<file path="src/rtl/cacheline_adapter.sv">
// Bridges one 256-bit cacheline read/write to a 4-beat x 64-bit memory burst, one transaction at a time.
// Optional CACHELINE_ADAPTER_CRIT_WORD_EN: read bursts start at the requested beat and wrap.
module cacheline_adapter #(
  parameter int LINE_WIDTH = 256,
  parameter int BEAT_WIDTH = 64,
  parameter int BURST_LEN  = 4
) (
  input  logic                  clk,
  input  logic                  rst,
  input  logic [31:0]           dfp_addr,
  input  logic                  dfp_read,
  input  logic                  dfp_write,
  input  logic [LINE_WIDTH-1:0] dfp_wdata,
  output logic                  dfp_ready,
  output logic [31:0]           dfp_raddr,
  output logic [LINE_WIDTH-1:0] dfp_rdata,
  output logic                  dfp_rvalid,
  output logic [31:0]           bmem_addr,
  output logic                  bmem_read,
  output logic                  bmem_write,
  output logic [BEAT_WIDTH-1:0] bmem_wdata,
  input  logic                  bmem_ready,
  input  logic [31:0]           bmem_raddr,
  input  logic [BEAT_WIDTH-1:0] bmem_rdata,
  input  logic                  bmem_rvalid,
  output logic [2:0]            dbg_state
);

  // Handshakes: a dfp request transfers on a rising edge where (dfp_read|dfp_write) && dfp_ready;
  // a bmem request/beat transfers on an edge where (bmem_read|bmem_write) && bmem_ready;
  // a returning beat transfers on any edge with bmem_rvalid (no back-pressure).
  localparam int CW = $clog2(BURST_LEN);
  localparam logic [CW-1:0] LAST      = CW'(BURST_LEN - 1);
  localparam logic [31:0]   LINE_MASK = 32'(LINE_WIDTH / 8 - 1);
`ifdef CACHELINE_ADAPTER_CRIT_WORD_EN
  localparam int            OFF_LO    = $clog2(BEAT_WIDTH / 8);
  localparam int            OFF_HI    = $clog2(LINE_WIDTH / 8);
  localparam logic [31:0]   RD_MASK   = 32'(BEAT_WIDTH / 8 - 1);
`else
  localparam logic [31:0]   RD_MASK   = LINE_MASK;
`endif

  typedef enum logic [2:0] {
    S_IDLE       = 3'd0,
    S_RD_REQ     = 3'd1,
    S_RD_COLLECT = 3'd2,
    S_RD_DONE    = 3'd3,
    S_WR_BURST   = 3'd4
  } state_e;

  state_e                state_q, state_d;
  logic [CW-1:0]         cnt_q, cnt_d;
  logic [31:0]           addr_q, addr_d;
  logic [LINE_WIDTH-1:0] line_q, line_d;
  logic [LINE_WIDTH-1:0] rdata_q, rdata_d;
  logic [CW-1:0]         slot;

  // Buffer slot for the current read beat; wraps from the requested beat when enabled.
`ifdef CACHELINE_ADAPTER_CRIT_WORD_EN
  assign slot = cnt_q + addr_q[OFF_HI-1:OFF_LO];
`else
  assign slot = cnt_q;
`endif

  always_ff @(posedge clk or negedge rst) begin
    if (!rst) begin
      state_q <= S_IDLE;
      cnt_q   <= '0;
      addr_q  <= '0;
      line_q  <= '0;
      rdata_q <= '0;
    end else begin
      state_q <= state_d;
      cnt_q   <= cnt_d;
      addr_q  <= addr_d;
      line_q  <= line_d;
      rdata_q <= rdata_d;
    end
  end

  always_comb begin
    state_d    = state_q;
    cnt_d      = cnt_q;
    addr_d     = addr_q;
    line_d     = line_q;
    rdata_d    = rdata_q;
    dfp_ready  = 1'b0;
    dfp_rvalid = 1'b0;
    bmem_read  = 1'b0;
    bmem_write = 1'b0;
    bmem_addr  = '0;
    bmem_wdata = '0;
    case (state_q)
      S_IDLE: begin
        dfp_ready = 1'b1;
        if (dfp_write) begin
          addr_d  = dfp_addr & ~LINE_MASK;
          line_d  = dfp_wdata;
          cnt_d   = '0;
          state_d = S_WR_BURST;
        end else if (dfp_read) begin
          addr_d  = dfp_addr & ~RD_MASK;
          cnt_d   = '0;
          state_d = S_RD_REQ;
        end
      end
      S_RD_REQ: begin
        bmem_read = 1'b1;
        bmem_addr = addr_q;
        if (bmem_ready) begin
          cnt_d   = '0;
          state_d = S_RD_COLLECT;
        end
      end
      S_RD_COLLECT: begin
        // Beats tagged with another burst's address are dropped without counting.
        if (bmem_rvalid && (bmem_raddr == addr_q)) begin
          line_d[BEAT_WIDTH*slot +: BEAT_WIDTH] = bmem_rdata;
          cnt_d = cnt_q + 1'b1;
          if (cnt_q == LAST) begin
            rdata_d = line_d;
            state_d = S_RD_DONE;
          end
        end
      end
      S_RD_DONE: begin
        dfp_rvalid = 1'b1;
        state_d    = S_IDLE;
      end
      S_WR_BURST: begin
        bmem_write = 1'b1;
        bmem_addr  = addr_q;
        bmem_wdata = line_q[BEAT_WIDTH*cnt_q +: BEAT_WIDTH];
        if (bmem_ready) begin
          cnt_d = cnt_q + 1'b1;
          if (cnt_q == LAST) state_d = S_IDLE;
        end
      end
      default: state_d = S_IDLE;
    endcase
  end

  assign dfp_rdata = rdata_q;
  assign dfp_raddr = addr_q & ~LINE_MASK;
  assign dbg_state = state_q;

endmodule
</file>
<file path="config.mk">
export PLATFORM = sky130hd
export DESIGN_NAME = cacheline_adapter
export DESIGN_NICKNAME = d
export VERILOG_FILES = /design/src/rtl/cacheline_adapter.sv
export SDC_FILE = /design/constraint.sdc
export NUM_CORES = 1
export LEC_CHECK = 0
export ABC_AREA = 1
export BUFFER_PORTS_ARGS = -buffer_cell sky130_fd_sc_hd__buf_2
export CORE_MARGIN = 10
export CORE_UTILIZATION = 30
export CTS_BUF_LIST = sky130_fd_sc_hd__clkbuf_4
export CTS_CLUSTER_DIAMETER = 50
export DETAILED_ROUTE_END_ITERATION = 10
export PLACE_DENSITY = 0.62
export SLEW_MARGIN = 40
export SYNTH_ARGS = -nofsm -noshare
export SYNTH_HDL_FRONTEND = slang
export SYNTH_SLANG_ARGS = --single-unit
</file>
<file path="constraint.sdc">
create_clock -name clk -period 8.5 [get_ports clk]
set_clock_uncertainty 0.2 [all_clocks]
set_input_delay 0.85 -clock clk [delete_from_list [all_inputs] [get_ports clk]]
set_output_delay 0.85 -clock clk [all_outputs]
set_load 0.05 [all_outputs]
</file>
==> run_results.csv, run 1 <==
group,metric,value,unit
routing,num_vias,32070,
clock_network,htree_num_levels,4,
routing,wl_per_cell,23.06,microns
global_routing,grt_pass1_wl,208.1,mm
setup_path,cp.arrival,4.19,ns
power,vdd_ir_drop_max,0.2834,mV
sta,setup_tns,0,ns
synth,ys_ff_latch,544,
place,place.port_buffers,765,
global_routing,antenna_found_initial,17,
setup_path,worstPathMaxFanout,39,
setup_path,end_kind,"output port",
clock_network,clockBufferDepth,3,
power,power_density,322.0,mW/mm^2
setup_path,path_cells,"inv_1, nand3_4, buf_4, inv_1, nor2_2, buf_4, nor2_1, buf_2",
routing,ant_nets,0,
clock_network,cts_resized,0,
synth,ys_seq_area_share,45.38,%
setup_path,max_stage_delay,0.77,ns
synth,ys_warn_count,0,
place,gp_routability_congestion,0.9105,
clock_network,cts_buffers,160,
clock_network,ctsHoldBuffers,386,
place,dp_hpwl,93.52,mm
global_routing,grt_max_degree,191,
clock_network,cts_tree,"yes",
place,dpl-instance-area,0.03447,sq mm
setup_path,crit_slowest_cell,"buf_4",
routing,avgViaCountPerCell,5.245,
setup_path,required,7.45,ns
finish,fin_cells,6115,
clock_network,post-cts-setup-buffers,0,
global_routing,grt_usage,24.00,%
clock_network,clock-root-buffer,"clkbuf_4",
sta,fin_crit_sh,61.62,%
floorplan,core_area,0.09885,sq mm
clock_network,worstSkewPairLatency,1.07,ns
place,post-place-ws,4.255,ns
finish,stdcell_area,0.04043,sq mm
power,power_leakage,22.37,nW
floorplan,io_pins,781,
synth,synthesis.area,0.03000,sq mm
finish,ff_latch_area,0.01362,sq mm
synth,synth-edff-count,0,
sta,finalHoldViolations,0,
synth,yosysUniqueCellTypes,29,
synth,avgSynthCellArea,8.211,sq um
floorplan,die_h,336.2,microns
sta,grt_setup_unrepaired,"false",
sta,timing.fmax,0.1909,GHz
sta,min_period,5.238,ns
clock_network,clkTransAtPathRegs,0.07,ns
global_routing,overflow,0,
routing,finalWirelength,141.0,mm
clock_network,cts_num_sinks,544,
global_routing,first_global_vias,32360,
outcome,run_status,"finished clean",
finish,area_growth,34.80,%
place,placedCellCount,5440,
floorplan,die_area,0.1130,sq mm
synth,synthCells,3653,
synth,async_flop_share,100.0,%
sta,relSlewSlack,35.54,%
sta,slew_viol_final,0,
sta,worst_slack,3.262,ns
routing,drcViolationCount,0,
finish,multi_input_area,0.01344,sq mm
floorplan,die_w,336.2,microns
floorplan,fp-row-count,115,
setup_path,start_kind,"register",
finish,drive_above_1_share,25.11,%
routing,drtIter0Drc,2996,
flow_run,cap_violations,0,
routing,firstDrtPassIters,6,
sta,worst_pin_slew,0.9670,ns
min_path,hp-class,"in -> async",
finish,nNetsFinal,5101,
finish,final_util,40.90,%
floorplan,initial_utilization,30.34,%
synth,synth_flop_cell,"dfrtp_1",
sta,setup_viol,0,
setup_path,worstSetupPathType,"reg -> out",
finish,nFillCells,9999,
==> per-layer routing <==
layer,up-vias,track usage [%],part of all wire (%)
met5,-,0,0.061
met1,15390,29.16,39
li1,14590,-,-
met4,14,10.83,4.3
met2,1703,39.37,47
met3,387,6.499,9.1
==> path summary, 6_finish.rpt <==
check                          startpoint             end  slack (ns)  cells after the start
max                          dbg_state[1]   bmem_addr[30]        3.26                      8
min                                   rst  dfp_rdata[203]        0.13                      2
max reg2reg                      cnt_q[0]      line_q[45]        3.88                      8
min reg2reg                dfp_rdata[211]  dfp_rdata[211]        0.26                      2
max in group asynchronous             rst     line_q[254]        6.31                      4
min in group clk            bmem_rdata[2]    dfp_rdata[2]        0.16                      5
==> power by group <==
group          total (mW)  leakage (nW)  switching, mW  internal [mW]
clock                2.52          1.16           1.24           1.28
combinational        6.74          14.1           4.78           1.96
sequential           3.76          7.12          0.497           3.26
total                13.0          22.4           6.52           6.50
==> layout make-up <==
| type | count | share of cell area [%] |
|---|---|---|
| repair buffers | 1203 | 20.56 |
| diodes | 14 | 0.08664 |
| multi-input cells | 2409 | 33.23 |
| inverters | 387 | 3.648 |
| clock buffers | 234 | 4.345 |
| flip-flops and latches | 544 | 33.69 |
| clock inverters | 37 | 0.4580 |
| well taps | 1287 | 3.983 |
==> layout by cell type, fill, tap and decap left out, drive strengths merged <==
cell type,count
nand2,916
buf,817
dfrtp,544
inv,390
o21ai,390
dlygate4sd3,386
nand4,262
o22ai,256
mux2i,256
clkbuf,234
a21oi,224
nor2,70
clkinv,30
diode,14
conb,10
nand3,8
xnor2,6
ha,6
clkinvlp,3
nor3,2
or2,2
xor2,1
bufinv,1
==> worst max-delay path, delay by kind of cell (launching register included) <==
family,cells,cell delay [ns]
flip-flops,1,0.54
AND/OR/NAND/NOR,3,0.82
buffers and inverters,5,1.77
==> cell families (layout without fill, tap and decap cells) <==
kind of cell | count (synthesis) | after routing | share of synthesized area [%]
AND/OR/NAND/NOR | 1260 | 1260 | 18.15
multiplexers | 256 | 256 | 8.543
adder cells (fa/ha/maj) | 6 | 6 | 0.2503
buffers and inverters | 709 | 1861 | 10.42
XOR/XNOR | 7 | 7 | 0.2044
flip-flops | 544 | 544 | 45.38
other | 1 | 24 | 0.01250
AO/OA/AOI/OAI | 870 | 870 | 17.04
==> state kept, by name, summed over array words and instances, names as in the netlist <==
| name | cells |
|---|---|
| addr_q | 27 |
| cnt_q | 2 |
| dbg_state | 3 |
| dfp_rdata | 256 |
| line_q | 256 |
==> cell usage after synthesis, types with 68 or more instances <==
master | instances | area share [%]
buf_2 | 123 | 2.1
o22ai_1 | 256 | 5.3
o21ai_0 | 161 | 2.7
o21ai_1 | 113 | 1.9
o21ai_2 | 116 | 3.4
nor2_1 | 68 | 0.85
nand4_1 | 260 | 5.4
nand2_1 | 913 | 11
clkbuf_1 | 134 | 1.7
a21oi_1 | 224 | 3.7
mux2i_1 | 256 | 8.5
inv_1 | 377 | 4.7
dfrtp_1 | 544 | 45
==> stage by stage <==
stage	hold slack, ns	total power, mW
floorplan	0.2550	8.352
global route	0.03241	13.79
finish	0.1342	13.02
global placement	0.2485	10.10
detailed placement	0.2526	10.19
CTS	0.0003225	12.97
Power figures use the tool's default switching activity.
==> run 2, diff against run 1 <==
--- a/config.mk
+++ b/config.mk
@@ -5,14 +5,14 @@
 export SDC_FILE = /design/constraint.sdc
 export NUM_CORES = 1
 export LEC_CHECK = 0
-export ABC_AREA = 1
+export ABC_AREA = 0
 export BUFFER_PORTS_ARGS = -buffer_cell sky130_fd_sc_hd__buf_2
 export CORE_MARGIN = 10
 export CORE_UTILIZATION = 30
 export CTS_BUF_LIST = sky130_fd_sc_hd__clkbuf_4
 export CTS_CLUSTER_DIAMETER = 50
 export DETAILED_ROUTE_END_ITERATION = 10
-export PLACE_DENSITY = 0.62
+export PLACE_DENSITY = 0.65
 export SLEW_MARGIN = 40
 export SYNTH_ARGS = -nofsm -noshare
 export SYNTH_HDL_FRONTEND = slang
==> constraint.sdc (replaced) <==
create_clock -name clk -period 4.4 [get_ports clk]
set_clock_uncertainty 0.2 [all_clocks]
set_input_delay 0.44 -clock clk [delete_from_list [all_inputs] [get_ports clk]]
set_output_delay 0.44 -clock clk [all_outputs]
set_load 0.05 [all_outputs]
==> run 2 against run 1 <==
Total power shrank 16%. Via count grew 3.8%. Count of clock-buffer cells in the layout is 26 lower. Worst hold slack worse by 0.051 ns. Cell count decreased by 2.4%. Global-route usage grew 2.8 points. Sequential share of layout area is 3.4 points lower. Utilization is 7.3 points higher. Combinational power down 84%. First-iteration DRC count increased by 45%.
==> run_results.csv, run 2 <==
group,metric,value,unit
setup_path,path_cells,"inv_1, ha_4, nor4bb_4, buf_4, and3_1, a21oi_1, dlygate4sd3_1, o2bb2ai_1",
synth,yosys.area.top_type,"dfrtp_1",
setup_path,rrSetupSlack,0.08,ns
clock_network,cts_tree,"yes",
routing,drcViolationCount,0,
setup_path,required,5.23,ns
finish,multi_input_area,0.01345,sq mm
sta,slew_viol_final,0,
setup_path,r2r_start,"cnt_q[0]",
power,finalPower,10.90,mW
clock_network,post-cts-setup-buffers,0,
flow_run,cap_violations,0,
power,power_density,242.5,mW/mm^2
routing,wl_met3,16.79,mm
synth,synth_flop_cell,"dfrtp_1",
floorplan,die_h,326.5,microns
clock_network,cts_num_sinks,544,
floorplan,io_pins,781,
sta,finalHoldViolations,0,
floorplan,die_area,0.1066,sq mm
sta,min_period,4.321,ns
power,vdd_ir_drop_max,0.2205,mV
power,p_switching,2.957,mW
synth,synthCells,2917,
place,place.port_buffers,765,
synth,avgSynthCellArea,9.660,sq um
sta,worst_slack,0.07856,ns
min_path,min_to,"cnt_q[0]",
routing,finalWirelength,148.4,mm
sta,setup_viol,0,
routing,wl_per_cell,24.86,microns
floorplan,fp-row-count,112,
power,clkPwrFrac,44.2,%
setup_path,start_kind,"register",
sta,grt_setup_unrepaired,"false",
power,p_int,7.939,mW
synth,ys_ff_latch,544,
global_routing,overflow,0,
setup_path,crit_slowest_cell,"buf_4",
place,post-place-ws,0.8564,ns
sta,worst_pin_slew,0.9826,ns
setup_path,max_stage_delay,0.70,ns
routing,firstDrtPassIters,7,
synth,synthesis.area,0.02818,sq mm
place,dpl-instance-area,0.03312,sq mm
synth,synth_commonest_cells,"dfrtp_1, a21oi_1, and3_1",
setup_path,cpLargestDelayFamily,"buffers and inverters",
finish,layout_commonest_cell,"dlygate4sd3_1",
power,p_sw_share,27.14,%
routing,drtIter0Drc,4355,
place,dp_hpwl,85.04,mm
finish,nFillCells,8223,
floorplan,die_w,326.5,microns
finish,nNetsFinal,4992,
min_path,hp-class,"in -> reg",
min_path,min_delay_path_depth,6,
floorplan,core_area,0.09319,sq mm
sta,finalHoldWorstSlack,0.08347,ns
setup_path,cp.arrival,5.15,ns
clock_network,clockBufferDepth,3,
power,seqPwrFrac,45.9,%
sta,setup_tns,0,ns
synth,async_flop_share,100.0,%
synth,yosysUniqueCellTypes,44,
synth,synth.most_common_cell,"dfrtp_1",
setup_path,r2r_cells,8,
finish,stdcell_area,0.04493,sq mm
synth,synthTopCellsByArea,"dfrtp_1, a21oi_1, o2bb2ai_1",
routing,avgViaCountPerCell,5.575,
clock_network,worstSkewPairLatency,1.12,ns
finish,fin_cells,5971,
clock_network,cts_buffers,158,
finish,drive_above_1_share,24.93,%
clock_network,htree_num_levels,4,
setup_path,worstPathMaxFanout,66,
finish,final_util,48.21,%
setup_path,worstSetupPathType,"reg -> reg",
synth,ys_seq_area_share,48.31,%
place,gp_routability_congestion,0.9219,
sta,timing.fmax,0.2314,GHz
global_routing,grt_max_degree,157,
outcome,run_status,"finished clean",
power,power_leakage,21.11,nW
synth,synth-edff-count,0,
power,power_frac_comb,9.9,%
global_routing,antenna_found_initial,21,
global_routing,grt_usage,26.83,%
finish,mostFrequentLayoutCells,"dlygate4sd3_1, buf_2, dfrtp_1, a21oi_1, and3_1",
routing,top_layer,"met5",
routing,num_vias,33290,
place,placedCellCount,4706,
min_path,hold_start,"bmem_raddr[4]",
sta,fin_crit_sh,98.21,%
finish,area_growth,59.46,%
routing,ant_nets,0,
global_routing,grt_pass1_wl,222.1,mm
setup_path,end_kind,"register",
setup_path,critPathBufInv,3,
setup_path,r2r_end,"line_q[28]",
routing,wl_met2,67.70,mm
routing,drt-met1-wl,53.77,mm
synth,synth_top_area_share,48.31,%
finish,ff_latch_area,0.01362,sq mm
clock_network,clkTransAtPathRegs,0.06,ns
floorplan,initial_utilization,30.24,%
sta,relSlewSlack,34.50,%
clock_network,clock-root-buffer,"clkbuf_4",
synth,ys_warn_count,0,
global_routing,first_global_vias,35320,
==> run 2: worst min-delay path, stage by stage <==
cell and delay [ns]:
buf_2 0.10, nor4_1 0.07, and4_1 0.19, or3b_4 0.38
nand3_1 0.10, o21ai_0 0.07
==> run 2: how the worst max path moves through the flow <==
stage	from	to	slack [ns]	cells past startpoint
floorplan	dbg_state[0]	bmem_addr[11]	0.26	5
global placement	cnt_q[0]	line_q[32]	0.93	7
detailed placement	cnt_q[0]	line_q[26]	0.86	7
CTS	cnt_q[0]	bmem_wdata[18]	0.02	4
global route	cnt_q[0]	line_q[28]	0.02	8
finish	cnt_q[0]	line_q[28]	0.08	8
==> run 2: layout make-up <==
cell class | instances | area share, %
clock buffer | 208 | 3.475
sequential | 544 | 30.32
timing repair buffer | 1806 | 31.92
antenna | 27 | 0.1504
inverter | 8 | 0.06683
tap | 1254 | 3.492
clock inverter | 46 | 0.6461
multi-input combinational | 2078 | 29.93
==> run 2: layer usage <==
metal / GRT usage (%) / vias up
li1: - / 13950
met1: 31.24 / 15850
met2: 42.34 / 2711
met3: 8.670 / 776
met4: 17.16 / 6
met5: 0 / -
==> run 2: power groups by stage <==
stage	sequential, mW	clock, mW	combinational (mW)
5_1_grt	5.00	5.15	1.14
4_1_cts	5.00	4.81	1.03
2_1_floorplan	5.10	0	0.0902
3_5_place_dp	5.09	0	0.486
6_report	5.00	4.82	1.08
3_3_place_gp	5.09	0	0.485
==> run 2: what timing repair did <==
action / 4_1_cts / 5_1_grt
resized for setup: 0 / 5
endpoints found under the setup margin: 0 / 2
endpoints found under the hold margin: 1088 / 0
hold buffers: 982 / 0
==> run 2: cell families (layout without fill, tap and decap cells) <==
logic type,count (synthesis),count (layout),synth area share [%]
adder cells (fa/ha/maj),6,6,0.2664
multiplexers,89,89,6.115
buffers and inverters,305,2068,4.760
XOR/XNOR,25,25,0.7771
flip-flops,544,544,48.31
other,1,37,0.01331
AO/OA/AOI/OAI,1043,1043,22.09
AND/OR/NAND/NOR,904,905,17.66
